==> src/rtl/display_pkg.sv <==
// Shared definitions for the serial 7-segment display path: segment-byte layout,
// BCD glyph table and the frame sequencer state encoding.
package display_pkg;

  localparam int unsigned SEG_DP = 7;

  localparam logic [7:0] SEG_BLANK = 8'h00;

  // Entry n is the glyph for BCD code n, bit0 = a ... bit6 = g, dp clear.
  localparam logic [15:0][7:0] SEG_TABLE = {
    SEG_BLANK, SEG_BLANK, SEG_BLANK, SEG_BLANK, SEG_BLANK, SEG_BLANK,
    8'h6F, 8'h7F, 8'h07, 8'h7D, 8'h6D, 8'h66, 8'h4F, 8'h5B, 8'h06, 8'h3F
  };

  typedef enum logic [2:0] {
    ST_IDLE,
    ST_LOAD,
    ST_SHIFT_LO,
    ST_SHIFT_HI,
    ST_LATCH,
    ST_DONE
  } seq_state_e;

endpackage

==> src/rtl/bcd_to_seven_seg.sv <==
// Combinational BCD digit + decimal point to segment byte, optionally inverted
// for common-anode drivers.
module bcd_to_seven_seg
  import display_pkg::*;
#(
  parameter int unsigned INVERT = 0
) (
  input  logic [3:0] bcd_i,
  input  logic       dp_i,
  output logic [7:0] seg_o
);

  logic [7:0] seg;

  always_comb begin
    seg         = SEG_TABLE[bcd_i];
    seg[SEG_DP] = dp_i;
    seg_o       = (INVERT != 0) ? ~seg : seg;
  end

endmodule

==> src/rtl/display_frame_sequencer.sv <==
// Snapshots a BCD frame, shifts it bit-serially to the display chain with a
// generated serial clock, then strobes the latch so the display never tears.
module display_frame_sequencer
  import display_pkg::*;
#(
  parameter int unsigned NUM_DIGITS = 4,
  parameter int unsigned CLK_DIV    = 2,
  parameter int unsigned INVERT     = 0
) (
  input  logic                    clk,
  input  logic                    rst_n,
  input  logic                    ena,
  input  logic                    start,
  input  logic [4*NUM_DIGITS-1:0] digits_bcd,
  input  logic [NUM_DIGITS-1:0]   dp_mask,
  output logic                    busy,
  output logic                    done,
  output logic                    serial_data,
  output logic                    serial_clk,
  output logic                    serial_latch
);

  localparam int unsigned IW = (NUM_DIGITS > 1) ? $clog2(NUM_DIGITS) : 1;
  localparam int unsigned DW = (CLK_DIV > 1) ? $clog2(CLK_DIV) : 1;
  localparam logic [IW-1:0] IDX_TOP  = IW'(NUM_DIGITS - 1);
  localparam logic [DW-1:0] DIV_LAST = DW'(CLK_DIV - 1);

  seq_state_e              state_q, state_d;
  logic [4*NUM_DIGITS-1:0] digits_q, digits_d;
  logic [NUM_DIGITS-1:0]   dp_q, dp_d;
  logic [IW-1:0]           idx_q, idx_d;
  logic [2:0]              bitcnt_q, bitcnt_d;
  logic [DW-1:0]           div_q, div_d;
  logic [7:0]              shreg_q, shreg_d;
  logic                    busy_q, busy_d;
  logic                    done_q, done_d;
  logic                    sdata_q, sdata_d;
  logic                    sclk_q, sclk_d;
  logic                    slatch_q, slatch_d;

  logic [3:0] cur_bcd;
  logic       cur_dp;
  logic [7:0] cur_seg;
  logic       div_last;

  always_comb begin
    cur_bcd = '0;
    cur_dp  = 1'b0;
    for (int unsigned i = 0; i < NUM_DIGITS; i++) begin
      if (idx_q == IW'(i)) begin
        cur_bcd = digits_q[4*i +: 4];
        cur_dp  = dp_q[i];
      end
    end
  end

  bcd_to_seven_seg #(.INVERT(INVERT)) u_dec (
    .bcd_i (cur_bcd),
    .dp_i  (cur_dp),
    .seg_o (cur_seg)
  );

  assign div_last = (div_q == DIV_LAST);

  always_comb begin
    state_d  = state_q;
    digits_d = digits_q;
    dp_d     = dp_q;
    idx_d    = idx_q;
    bitcnt_d = bitcnt_q;
    div_d    = div_q;
    shreg_d  = shreg_q;

    unique case (state_q)
      ST_IDLE: begin
        if (start) begin
          digits_d = digits_bcd;
          dp_d     = dp_mask;
          idx_d    = IDX_TOP;
          state_d  = ST_LOAD;
        end
      end
      ST_LOAD: begin
        shreg_d  = cur_seg;
        bitcnt_d = '0;
        div_d    = '0;
        state_d  = ST_SHIFT_LO;
      end
      ST_SHIFT_LO: begin
        if (div_last) begin
          div_d   = '0;
          state_d = ST_SHIFT_HI;
        end else begin
          div_d = div_q + DW'(1);
        end
      end
      ST_SHIFT_HI: begin
        if (div_last) begin
          div_d    = '0;
          shreg_d  = {1'b0, shreg_q[7:1]};
          bitcnt_d = bitcnt_q + 3'd1;
          if (bitcnt_q != 3'd7) begin
            state_d = ST_SHIFT_LO;
          end else if (idx_q == '0) begin
            state_d = ST_LATCH;
          end else begin
            idx_d   = idx_q - IW'(1);
            state_d = ST_LOAD;
          end
        end else begin
          div_d = div_q + DW'(1);
        end
      end
      ST_LATCH: begin
        if (div_last) begin
          div_d   = '0;
          state_d = ST_DONE;
        end else begin
          div_d = div_q + DW'(1);
        end
      end
      ST_DONE: state_d = ST_IDLE;
      default: state_d = ST_IDLE;
    endcase
  end

  // Outputs are registered from the next state so they align with the state
  // they describe; serial_data only moves when entering or staying in SHIFT_LO.
  always_comb begin
    busy_d   = (state_d == ST_LOAD) || (state_d == ST_SHIFT_LO) ||
               (state_d == ST_SHIFT_HI) || (state_d == ST_LATCH);
    done_d   = (state_d == ST_DONE);
    sclk_d   = (state_d == ST_SHIFT_HI);
    slatch_d = (state_d == ST_LATCH);
    unique case (state_d)
      ST_SHIFT_LO:         sdata_d = shreg_d[0];
      ST_SHIFT_HI, ST_LOAD: sdata_d = sdata_q;
      default:             sdata_d = 1'b0;
    endcase
  end

  always_ff @(posedge clk or negedge rst_n) begin
    if (!rst_n) begin
      state_q  <= ST_IDLE;
      digits_q <= '0;
      dp_q     <= '0;
      idx_q    <= '0;
      bitcnt_q <= '0;
      div_q    <= '0;
      shreg_q  <= '0;
      busy_q   <= 1'b0;
      done_q   <= 1'b0;
      sdata_q  <= 1'b0;
      sclk_q   <= 1'b0;
      slatch_q <= 1'b0;
    end else if (ena) begin
      state_q  <= state_d;
      digits_q <= digits_d;
      dp_q     <= dp_d;
      idx_q    <= idx_d;
      bitcnt_q <= bitcnt_d;
      div_q    <= div_d;
      shreg_q  <= shreg_d;
      busy_q   <= busy_d;
      done_q   <= done_d;
      sdata_q  <= sdata_d;
      sclk_q   <= sclk_d;
      slatch_q <= slatch_d;
    end
  end

  assign busy         = busy_q;
  assign done         = done_q;
  assign serial_data  = sdata_q;
  assign serial_clk   = sclk_q;
  assign serial_latch = slatch_q;

endmodule
==> config.mk <==
export PLATFORM = sky130hd
export DESIGN_NAME = display_frame_sequencer
export DESIGN_NICKNAME = d
export VERILOG_FILES = /design/src/rtl/display_pkg.sv /design/src/rtl/bcd_to_seven_seg.sv /design/src/rtl/display_frame_sequencer.sv
export SDC_FILE = /design/constraint.sdc
export NUM_CORES = 1
export LEC_CHECK = 0
export CORE_UTILIZATION = 50
export CTS_CLUSTER_SIZE = 14
export DETAILED_ROUTE_END_ITERATION = 10
export GPL_ROUTABILITY_DRIVEN = 0
export PLACE_DENSITY = 0.72
export SLEW_MARGIN = 0
export SYNTH_ARGS = -nofsm -noshare
export SYNTH_HDL_FRONTEND = slang
export SYNTH_HIERARCHICAL = 1
export SYNTH_SLANG_ARGS = --single-unit
==> constraint.sdc <==
create_clock -name clk -period 3.3 [get_ports clk]
set_input_delay 0.495 -clock clk [delete_from_list [all_inputs] [get_ports clk]]
set_output_delay 0.495 -clock clk [all_outputs]
set_load 0.1 [all_outputs]
==> run_results.csv <==
group,metric,value,unit
die,die_area,4980,sq um
clock_tree,cts.repair.resized,0,
clock_tree,post_cts_buffers,0,
placed_design,dp_hpwl,3180,um
sta,hold_viol,0,
synthesis,syn_nets,264,
layout,syn_to_final_growth,16.1,%
route,drc,0,
die,pin_count,29,
critical_path,cpPeakStageDelay,0.40,ns
placed_design,pre_cts_ws,0.440,ns
clock_tree,cts_buffer_depth,2,
route,vias,1699,
critical_path,cp_common_cell,"nor2_1",
critical_path,cp_slowest_cell,"dfrtp_1",
pwr,peakVddDrop,0.466,mV
sta,grt_setup_unrepaired,"false",
layout,multi_input_area,1160,sq um
critical_path,arrival,3.06,ns
critical_path,end_kind,"flop",
clock_tree,hold_buffers,0,
synthesis,synth-simple-area-share,0.137,
layout,regArea,1050,sq um
global_routing,antenna_found_initial,0,
die,die_x,70.6,um
global_routing,overflow,0,
synthesis,ys_ff_latch,42,
critical_path,rrSetupSlack,0.42,ns
critical_path,r2r_start,"idx_q[0]",
clock_tree,h-tree-depth,2,
die,die_y,70.6,um
sta,period_minus_slack,2.88,ns
critical_path,path_delay_family,"compound AO/OA/AOI/OAI gates",
critical_path,required,3.48,ns
critical_path,start_kind,"flop",
placed_design,port_buffers,28,
synthesis,synth_compound_area_frac,0.176,
synthesis,synthesis.area,2350,sq um
synthesis,yosysWarnings,6,
route,drtIter0Drc,118,
clock_tree,cts_buffers,5,
die,initial_utilization,0.529,
critical_path,path_buf_inv,1,
clock_tree,cts.sinks,42,
critical_path,path_cells,"inv_1, ha_1, nor2b_1, a22oi_1, nor2_1, a21oi_1, o21ai_0, ha_1, nor2_1, a21oi_1, o22ai_1, nor2_1, nor2_1, a21oi_1, a211oi_1, a22o_1",
sta,slew_violations,0,
pwr,p_leak,1.23,nW
global_routing,grt_pass1_wl,7860,um
route,antenna_left,0,
layout,final_cell_area,2730,sq um
sta,worst_pin_slew,0.970,ns
synthesis,synth_fa_ha_area_frac,0.0639,
clock_tree,clk_latency,0.30,ns
critical_path,reg2reg_depth,16,
synthesis,synthXorXnorAreaFrac,0.00745,
synthesis,ys_seq_area_frac,0.447,
run_status,status,"finished clean",
layout,fill_cells,381,
pwr,powerDensity,864,nW/um^2
min_path,hold_path.class,"primary input to async pin",
route,drt-wirelength-per-cell,14.5,um
sta,skew,0.00892,ns
sta,fin_crit_sh,0.872,
global_routing,first_global_vias,1646,
layout,drive_gt1_frac,0.192,
synthesis,synth.distinct_cells,51,
clock_tree,clk_pin_slew,0.08,ns
route,vias_per_cell,5.53,
synthesis,syn_avg_cell_area,10.3,sq um
sta,tns,0,ns
sta,relSlewSlack,0.351,
placed_design,placed_area,2630,sq um
synthesis,synthFlopType,"dfrtp_1",
critical_path,cp_max_fo,4,
synthesis,synth_top_family_by_area,"compound AO/OA/AOI/OAI gates",
sta,max_freq,348,MHz
route,dr.pass1.iters,4,
synthesis,synthArstFlopShare,1.00,
synthesis,yosys-mux-area-fraction,0.110,
critical_path,crit_type,"flop to flop",
global_routing,grt_usage,0.203,
layout,final_nets,290,
die,rows,24,
global_routing,grt_max_degree,43,
sta,timing.final.ws_setup,0.423,ns
layout,antenna_cells,0,
die,core_area,4440,sq um
synthesis,syn_inst,228,
clock_tree,clock-root-buffer,"clkbuf_8",
sta,setup_viol,0,
clock_tree,tritoncts,"yes",
synthesis,synth_enable_flop_cells,0,
route,wl,4440,um
critical_path,r2r-end,"serial_data",
run,max_cap_viol_count,0,
==> layout by cell type, fill, tap and decap left out, types with 2 or more instances in the layout <==
| cell type | Yosys | final |
|---|---|---|
| nand2_1 | 23 | 23 |
| a22oi_1 | 9 | 9 |
| a211oi_1 | 2 | 2 |
| clkdlybuf4s50_1 | 0 | 27 |
| mux2_2 | 21 | 21 |
| dfrtp_1 | 42 | 42 |
| o22ai_1 | 6 | 6 |
| ha_1 | 12 | 12 |
| inv_2 | 2 | 2 |
| nand3b_1 | 2 | 2 |
| inv_1 | 10 | 10 |
| nand3_1 | 4 | 4 |
| nor2_1 | 15 | 15 |
| o21ai_1 | 2 | 2 |
| buf_4 | 2 | 5 |
| o21a_1 | 2 | 2 |
| or2_1 | 3 | 3 |
| o21ai_0 | 17 | 17 |
| clkbuf_8 | 0 | 6 |
| a21oi_1 | 13 | 13 |
==> logic make-up after synthesis <==
family | after synthesis
flip-flops | 42
buffers and inverters | 26
AO/OA/AOI/OAI | 63
multiplexers | 23
adder cells (fa/ha/maj) | 12
XOR/XNOR | 2
AND/OR/NAND/NOR | 60
==> worst register-to-register path: cells and delay by family (launching register included) <==
| kind | cells | cell delay, ns |
|---|---|---|
| AO/OA/AOI/OAI | 8 | 1.19 |
| adder cells (fa/ha/maj) | 2 | 0.44 |
| AND/OR/NAND/NOR | 5 | 0.62 |
| flip-flops | 1 | 0.40 |
| buffers and inverters | 1 | 0.11 |
==> worst max-delay path by stage <==
stage	start	end	depth (start not counted)
finish	idx_q[0]	serial_data	16
global route	idx_q[0]	serial_data	17
CTS	idx_q[0]	serial_data	16
detailed placement	idx_q[0]	serial_data	16
global placement	idx_q[0]	serial_data	17
floorplan	idx_q[0]	serial_data	17
==> flip-flops by register name (all words and copies together), names as in the netlist <==
signal,cells
digits_q,16
serial_data,1
div_last,1
serial_clk,1
serial_latch,1
idx_q,2
busy,1
dp_q,4
done,1
state_q,3
bitcnt_q,3
shreg_q,8
==> through the flow <==
step	util	cells	hold WS (ns)	power, mW
after floorplan	-	228	0.199	1.77
after global placement	0.593	299	0.470	1.99
after detailed placement	0.593	299	0.473	2.02
after CTS	0.614	307	0.357	2.37
after global routing	0.614	307	0.419	2.55
final	0.614	307	0.336	2.36
==> synthesized netlist by cell type, types with 2 or more instances <==
master	number	share of area
a211oi_1	2	0.0064
o21ai_1	2	0.0043
a21oi_1	13	0.028
inv_1	10	0.016
buf_2	4	0.0085
or2_1	3	0.0080
o21ai_0	17	0.036
nor2_1	15	0.024
a22oi_1	9	0.029
clkbuf_1	3	0.0048
o22ai_1	6	0.016
mux2_2	21	0.10
inv_2	2	0.0032
nand3_1	4	0.0085
dfrtp_1	42	0.45
nand3b_1	2	0.0064
o21a_1	2	0.0064
buf_4	2	0.0064
ha_1	12	0.064
buf_6	4	0.019
nand2_1	23	0.037
==> routing by layer <==
layer,global-route usage,share of wire
met3,0.0385,0.032
met2,0.292,0.44
met1,0.297,0.51
met4,0.0956,0.021
met5,0,0
==> power by group <==
part | internal, mW | switching [mW]
Sequential | 0.729 | 0.170
Combinational | 0.484 | 0.630
Clock | 0.168 | 0.175
Total | 1.38 | 0.976
==> layout make-up <==
type                       count  area share
multi-input combinational    160       0.425
clock buffer                   6      0.0303
tap                           52      0.0238
inverter                      12      0.0165
timing repair buffer          33       0.115
sequential                    42       0.385
clock inverter                 2     0.00459
Note: power is estimated with default switching activity, not from simulation.
==> RTL change 1: new RTL, config.mk and constraints unchanged <==
`INVERT` is set to 0 in 2 places; all go to 1.
--- a/src/rtl/bcd_to_seven_seg.sv
+++ b/src/rtl/bcd_to_seven_seg.sv
@@ -4,5 +4,5 @@
   import display_pkg::*;
 #(
-  parameter int unsigned INVERT = 0
+  parameter int unsigned INVERT = 1
 ) (
   input  logic [3:0] bcd_i,
--- a/src/rtl/display_frame_sequencer.sv
+++ b/src/rtl/display_frame_sequencer.sv
@@ -6,5 +6,5 @@
   parameter int unsigned NUM_DIGITS = 4,
   parameter int unsigned CLK_DIV    = 2,
-  parameter int unsigned INVERT     = 0
+  parameter int unsigned INVERT     = 1
 ) (
   input  logic                    clk,
Formal check against the unedited RTL: not equivalent (a bounded check fails within 4 cycles, from zero or initial values and one cycle with rst_n low).
==> RTL change 1 against the unedited design <==
Setup slack got worse by 11 ps. Fmax decreased by 0.37%. Total power decreased by 3.6%. Non-clock buffer count decreased by 2. Cell count unchanged. Synthesized area decreased by 1.4%. Via count decreased by 0.24%. Sequential cell count unchanged. Die area decreased by 1.3%. Final area decreased by 1.3%. Critical path depth increased by 1. Wire length decreased by 1.7%. Critical path type unchanged. Critical endpoint unchanged. Largest cell class unchanged.
==> RTL change 1: results (changes against the unedited design) <==
| Metric | Value |
|---|---|
| Clk_lat worst skew | `310 ps` |
| GR Util All Layers | `20.0% (-0.25 points)` |
| Top Registers | `digits_q: 16 flops, shreg_q: 8 flops, dp_q: 4 flops` |
| IO buf count | `28 (unchanged)` |
| TritonRoute pass-1 iters | `4 (unchanged)` |
| Syn avg cell area | `10.2 µm² (-1.4%)` |
| First-pass GRT wire length | `7650 µm (-2.6%)` |
| Worst setup startpoint | `idx_q[0]` |
| Largest net degree at the start of global routing | `43 (unchanged)` |
| H-tree levels | `2 (unchanged)` |
| Met3 WL | `155 µm (+7.6%)` |
| Max VDD drop | `0.515 mV (+10%)` |
| Nets@finish | `289 (-0.34%)` |
| Layout cell share with drive strength beyond 1 | `17.6% (-1.6 points)` |
| Worst hold path class | `primary input to asynchronous set/reset pin` |
| Startpoint types | `flop` |
| Arr. time, crit path | `3090 ps (+30 ps)` |
| Ys Warns | `6 (unchanged)` |
| Met2 capacity usage during global routing | `32.1% (+2.8 points)` |
| Vias in the first global route | `1725 (+4.8%)` |
| GR Layer Usage met3 | `4.33% (+0.48 points)` |
| Non-filler cells, final | `307 (unchanged)` |
| Largest cells by area after synthesis | `dfrtp_1, mux2_2, ha_1, o21ai_0, nand2_1` |
| Slew of the pin with the lowest slew margin | `1060 ps (+85.2 ps)` |
| CTS buffer count | `5 (unchanged)` |
| Leakage power | `1.22 nW (-1.2%)` |
| Clock Tree Root | `clkbuf_8` |
| Clock Pin Slew Worst Setup and Hold Paths | `80 ps (about the same)` |
| Syn Nets | `263 (-0.38%)` |
| Worst reg2reg path startpoint | `idx_q[0]` |
| Detailed Place HPWL | `3160 µm (-0.52%)` |
| Initial antenna violation count | `0 (unchanged)` |
| Placed Area | `2610 µm² (-1.1%)` |
| Met2 routed wirelength | `2060 µm (+5.2%)` |
| Gr ovfl total | `0 (unchanged)` |
| Max clock buf depth | `2 (unchanged)` |
| Antenna Cells | `0 (unchanged)` |
| Placement Setup Slack | `260 ps (-179 ps)` |
| Sequential share of the synthesized area | `45.3% (+0.63 points)` |
| Clk_skew | `11.9 ps (+2.97 ps)` |
| Unique masters post-synth | `49 (-3.9%)` |
| Status | `completed` |
| Synth async-reset ratio | `100% (unchanged)` |
| 1st-iter DRT viols | `95 (-19%)` |
| DR WL/cell | `14.2 µm (-1.7%)` |
| Grt met1 use | `25.9% (-3.8 points)` |
| Met1 Wirelength | `2080 µm (-7.3%)` |
| Vias per Instance | `5.52 (-0.24%)` |
| CP max FO | `5 (+1)` |
| Commonest cells post-synth | `dfrtp_1, nand2_1, mux2_2` |
-- RTL change 1: changes by cell type in the layout (fill, tap and decap cells not counted), sizes merged, moves of 2 or more --
cell   change
a21oi      +2
a31oi      +2
buf        -2
o21ai      +2
o22ai      -5
-- RTL change 1: worst max-delay path, cell delays in order (launching register included) --
cell	delay, ps
dfrtp_1	400
inv_1	110
ha_1	220
nor2b_2	230
a22oi_1	90
nor2_1	100
a21oi_1	50
o21ai_1	170
inv_1	120
ha_1	190
or2_1	220
a21oi_2	150
nor2_1	60
nor2_1	130
nor2_1	60
a21oi_1	130
a211oi_1	80
a22o_1	260
-- RTL change 1: report_power, final --
| part | internal [mW] | switching, mW |
|---|---|---|
| Sequential | 0.727 | 0.166 |
| Combinational | 0.442 | 0.602 |
| Clock | 0.149 | 0.185 |
| Total | 1.32 | 0.953 |
-- RTL change 1: final timing paths --
kind	cells past startpoint	slack [ps]	endpoint
worst max-delay path	17	410	serial_data
worst min-delay path	1	320	shreg_q[7]
worst max register to register	17	410	serial_data
worst min register to register	2	490	done
max in group asynchronous	1	2400	state_q[0]
min in group clk	2	490	done
-- RTL change 1: cell type report --
type	count	area [µm²]
fill	386	1720
multi-input combinational	161	1140
sequential	42	1050
timing repair buffer	31	298
clock buffer	6	72.6
tap	52	65.1
inverter	13	48.8
clock inverter	2	13.8
-- RTL change 1: cell families after synthesis --
group / count (synthesis) / share of synthesized area [%]
flip-flops: 42 / 45.3
adder cells (fa/ha/maj): 11 / 5.94
AND/OR/NAND/NOR: 63 / 14.2
XOR/XNOR: 2 / 0.756
AO/OA/AOI/OAI: 63 / 17.6
multiplexers: 22 / 10.7
buffers and inverters: 25 / 5.40
-- RTL change 1: timing repair --
action	4_1_cts	5_1_grt
endpoints found under the setup margin	0	1
resized for setup	0	2
hold endpoints to repair	0	0
==> RTL change 2: new RTL, config.mk and constraints unchanged <==
Made on the original files. The 6 states of `seq_state_e` get a one-hot encoding in 6 bits.
--- a/src/rtl/display_pkg.sv
+++ b/src/rtl/display_pkg.sv
@@ -13,11 +13,11 @@
   };
 
-  typedef enum logic [2:0] {
-    ST_IDLE,
-    ST_LOAD,
-    ST_SHIFT_LO,
-    ST_SHIFT_HI,
-    ST_LATCH,
-    ST_DONE
+  typedef enum logic [5:0] {
+    ST_IDLE     = 6'b000001,
+    ST_LOAD     = 6'b000010,
+    ST_SHIFT_LO = 6'b000100,
+    ST_SHIFT_HI = 6'b001000,
+    ST_LATCH    = 6'b010000,
+    ST_DONE     = 6'b100000
   } seq_state_e;
 
Behaviour: no difference found for any inputs over 10 cycles, from zero or initial values and one cycle with rst_n low; not proved beyond that.
==> RTL change 2 against the unedited design <==
Synthesized cell count rose by 3.9%. Clock power rose by 27%. Global-route usage rose by 0.36 points. Fmax rose by 7.2%. Count of clock-buffer cells in the layout did not move. Sequential cell count rose by 3. Setup slack improved by 190 ps. Total power fell by 11%. Synthesized area rose by 5.5%. Wire length rose by 12%. Final area rose by 6.6%. Critical path depth fell by 1. Largest power group is now registers.
==> RTL change 2: results (changes against the unedited design) <==
| Metric | Value |
|---|---|
| Slew margin rel. | `34.2% (-0.91 points)` |
| GR Util All Layers | `20.6% (+0.36 points)` |
| Max clock buf depth | `2 (unchanged)` |
| Grt met1 use | `29.8% (+0.12 points)` |
| Syn Nets | `273 (+3.4%)` |
| Layout cell share with drive strength beyond 1 | `16.7% (-2.5 points)` |
| Non-filler cells, final | `331 (+7.8%)` |
| Largest delay share family, worst path | `compound AO/OA/AOI/OAI gates` |
| Placement Setup Slack | `658 ps (+219 ps)` |
| TritonRoute pass-1 iters | `4 (unchanged)` |
| IO buf count | `28 (unchanged)` |
| Switching Share | `34.7% (-6.7 points)` |
| Clock Tree Root | `clkbuf_8` |
| CP max FO | `7 (+3)` |
| CTS buffer count | `5 (unchanged)` |
| Clock Pin Slew Worst Setup and Hold Paths | `80 ps (about the same)` |
| Share of power burned in combinational logic | `36.4% (-11 points)` |
| Largest cells by area after synthesis | `dfrtp_1, mux2_2, ha_1, o21ai_0, a21oi_1` |
| Vias in the first global route | `1725 (+4.8%)` |
| First-pass GRT wire length | `8270 µm (+5.3%)` |
| Sequential share of the synthesized area | `45.5% (+0.75 points)` |
| Leakage power | `1.26 nW (+1.9%)` |
| Top Metal Used | `met4` |
| Max VDD drop | `0.431 mV (-7.5%)` |
| Placed Area | `2790 µm² (+5.9%)` |
| Nets@finish | `299 (+3.1%)` |
| Synth async-reset ratio | `100% (unchanged)` |
| Status | `completed` |
| Arr. time, crit path | `2920 ps (-140 ps)` |
| Flop pwr share | `42.7% (+4.6 points)` |
| Largest net degree at the start of global routing | `46 (+7.0%)` |
| Worst path max stage delay | `420 ps (+20 ps)` |
| PostCTS Resize Cnt | `0 (unchanged)` |
| Clk_lat worst skew | `300 ps (about the same)` |
| DRT Wirelength | `4960 µm (+12%)` |
| Met3 WL | `175 µm (+22%)` |
| Met2 capacity usage during global routing | `31.4% (+2.1 points)` |
| Met2 routed wirelength | `2270 µm (+16%)` |
| Initial antenna violation count | `0 (unchanged)` |
| Worst hold path class | `primary input to asynchronous set/reset pin` |
| Internal power | `1.37 mW (-0.88%)` |
| GR Layer Usage met3 | `4.72% (+0.88 points)` |
| Unique masters post-synth | `48 (-5.9%)` |
| Detailed Place HPWL | `3550 µm (+11%)` |
| 1st-iter DRT viols | `104 (-12%)` |
| Clk_skew | `4.87 ps (-4.04 ps)` |
| Placed cell count | `323 (+8.0%)` |
| Top Registers | `digits_q: 16 flops, shreg_q: 8 flops, state_q: 6 flops` |
| Total number of vias | `1837 (+8.1%)` |
| Commonest cells post-synth | `dfrtp_1, mux2_2, nand2_1` |
| Buffers inserted during post-CTS setup optimization | `0 (unchanged)` |
| Predominant post-synthesis flop cell | `dfrtp_1` |
| Met1 Wirelength | `2470 µm (+10%)` |
| Antenna Cells | `0 (unchanged)` |
| Synth Instances | `237 (+3.9%)` |
| Slowest stage cell, crit path | `dfrtp_1` |
| Fill cell count | `407 (+6.8%)` |
## RTL change 2: worst paths after layout
check                      slack [ps]       start  cells after the start     endpoint
setup / recovery                  620    idx_q[0]                     15  serial_data
hold / removal                    350       rst_n                      1  bitcnt_q[0]
setup reg to reg                  620    idx_q[0]                     15  serial_data
hold reg to reg                   490  shreg_q[0]                      2   shreg_q[0]
max in group asynchronous        2330       rst_n                      1  digits_q[6]
min in group clk                  490  shreg_q[0]                      2   shreg_q[0]
## RTL change 2: cell type report
cell class	count	area, µm²	area share, %
Clock buffer	6	82.6	2.84
Clock inverter	2	37.5	1.29
Inverter	15	56.3	1.94
Multi-Input combinational cell	162	1200	41.3
Sequential cell	45	1130	38.8
Tap cell	67	83.8	2.88
Timing Repair Buffer	34	320	11.0
## RTL change 2: kinds of logic after synthesis
logic type	after synthesis	synth area share, %
mux	23	10.3
buf+inv	30	6.10
xor+xnor	3	1.06
flops	45	45.5
fa+ha+maj	12	6.05
compound gates	75	20.1
simple gates	49	10.9
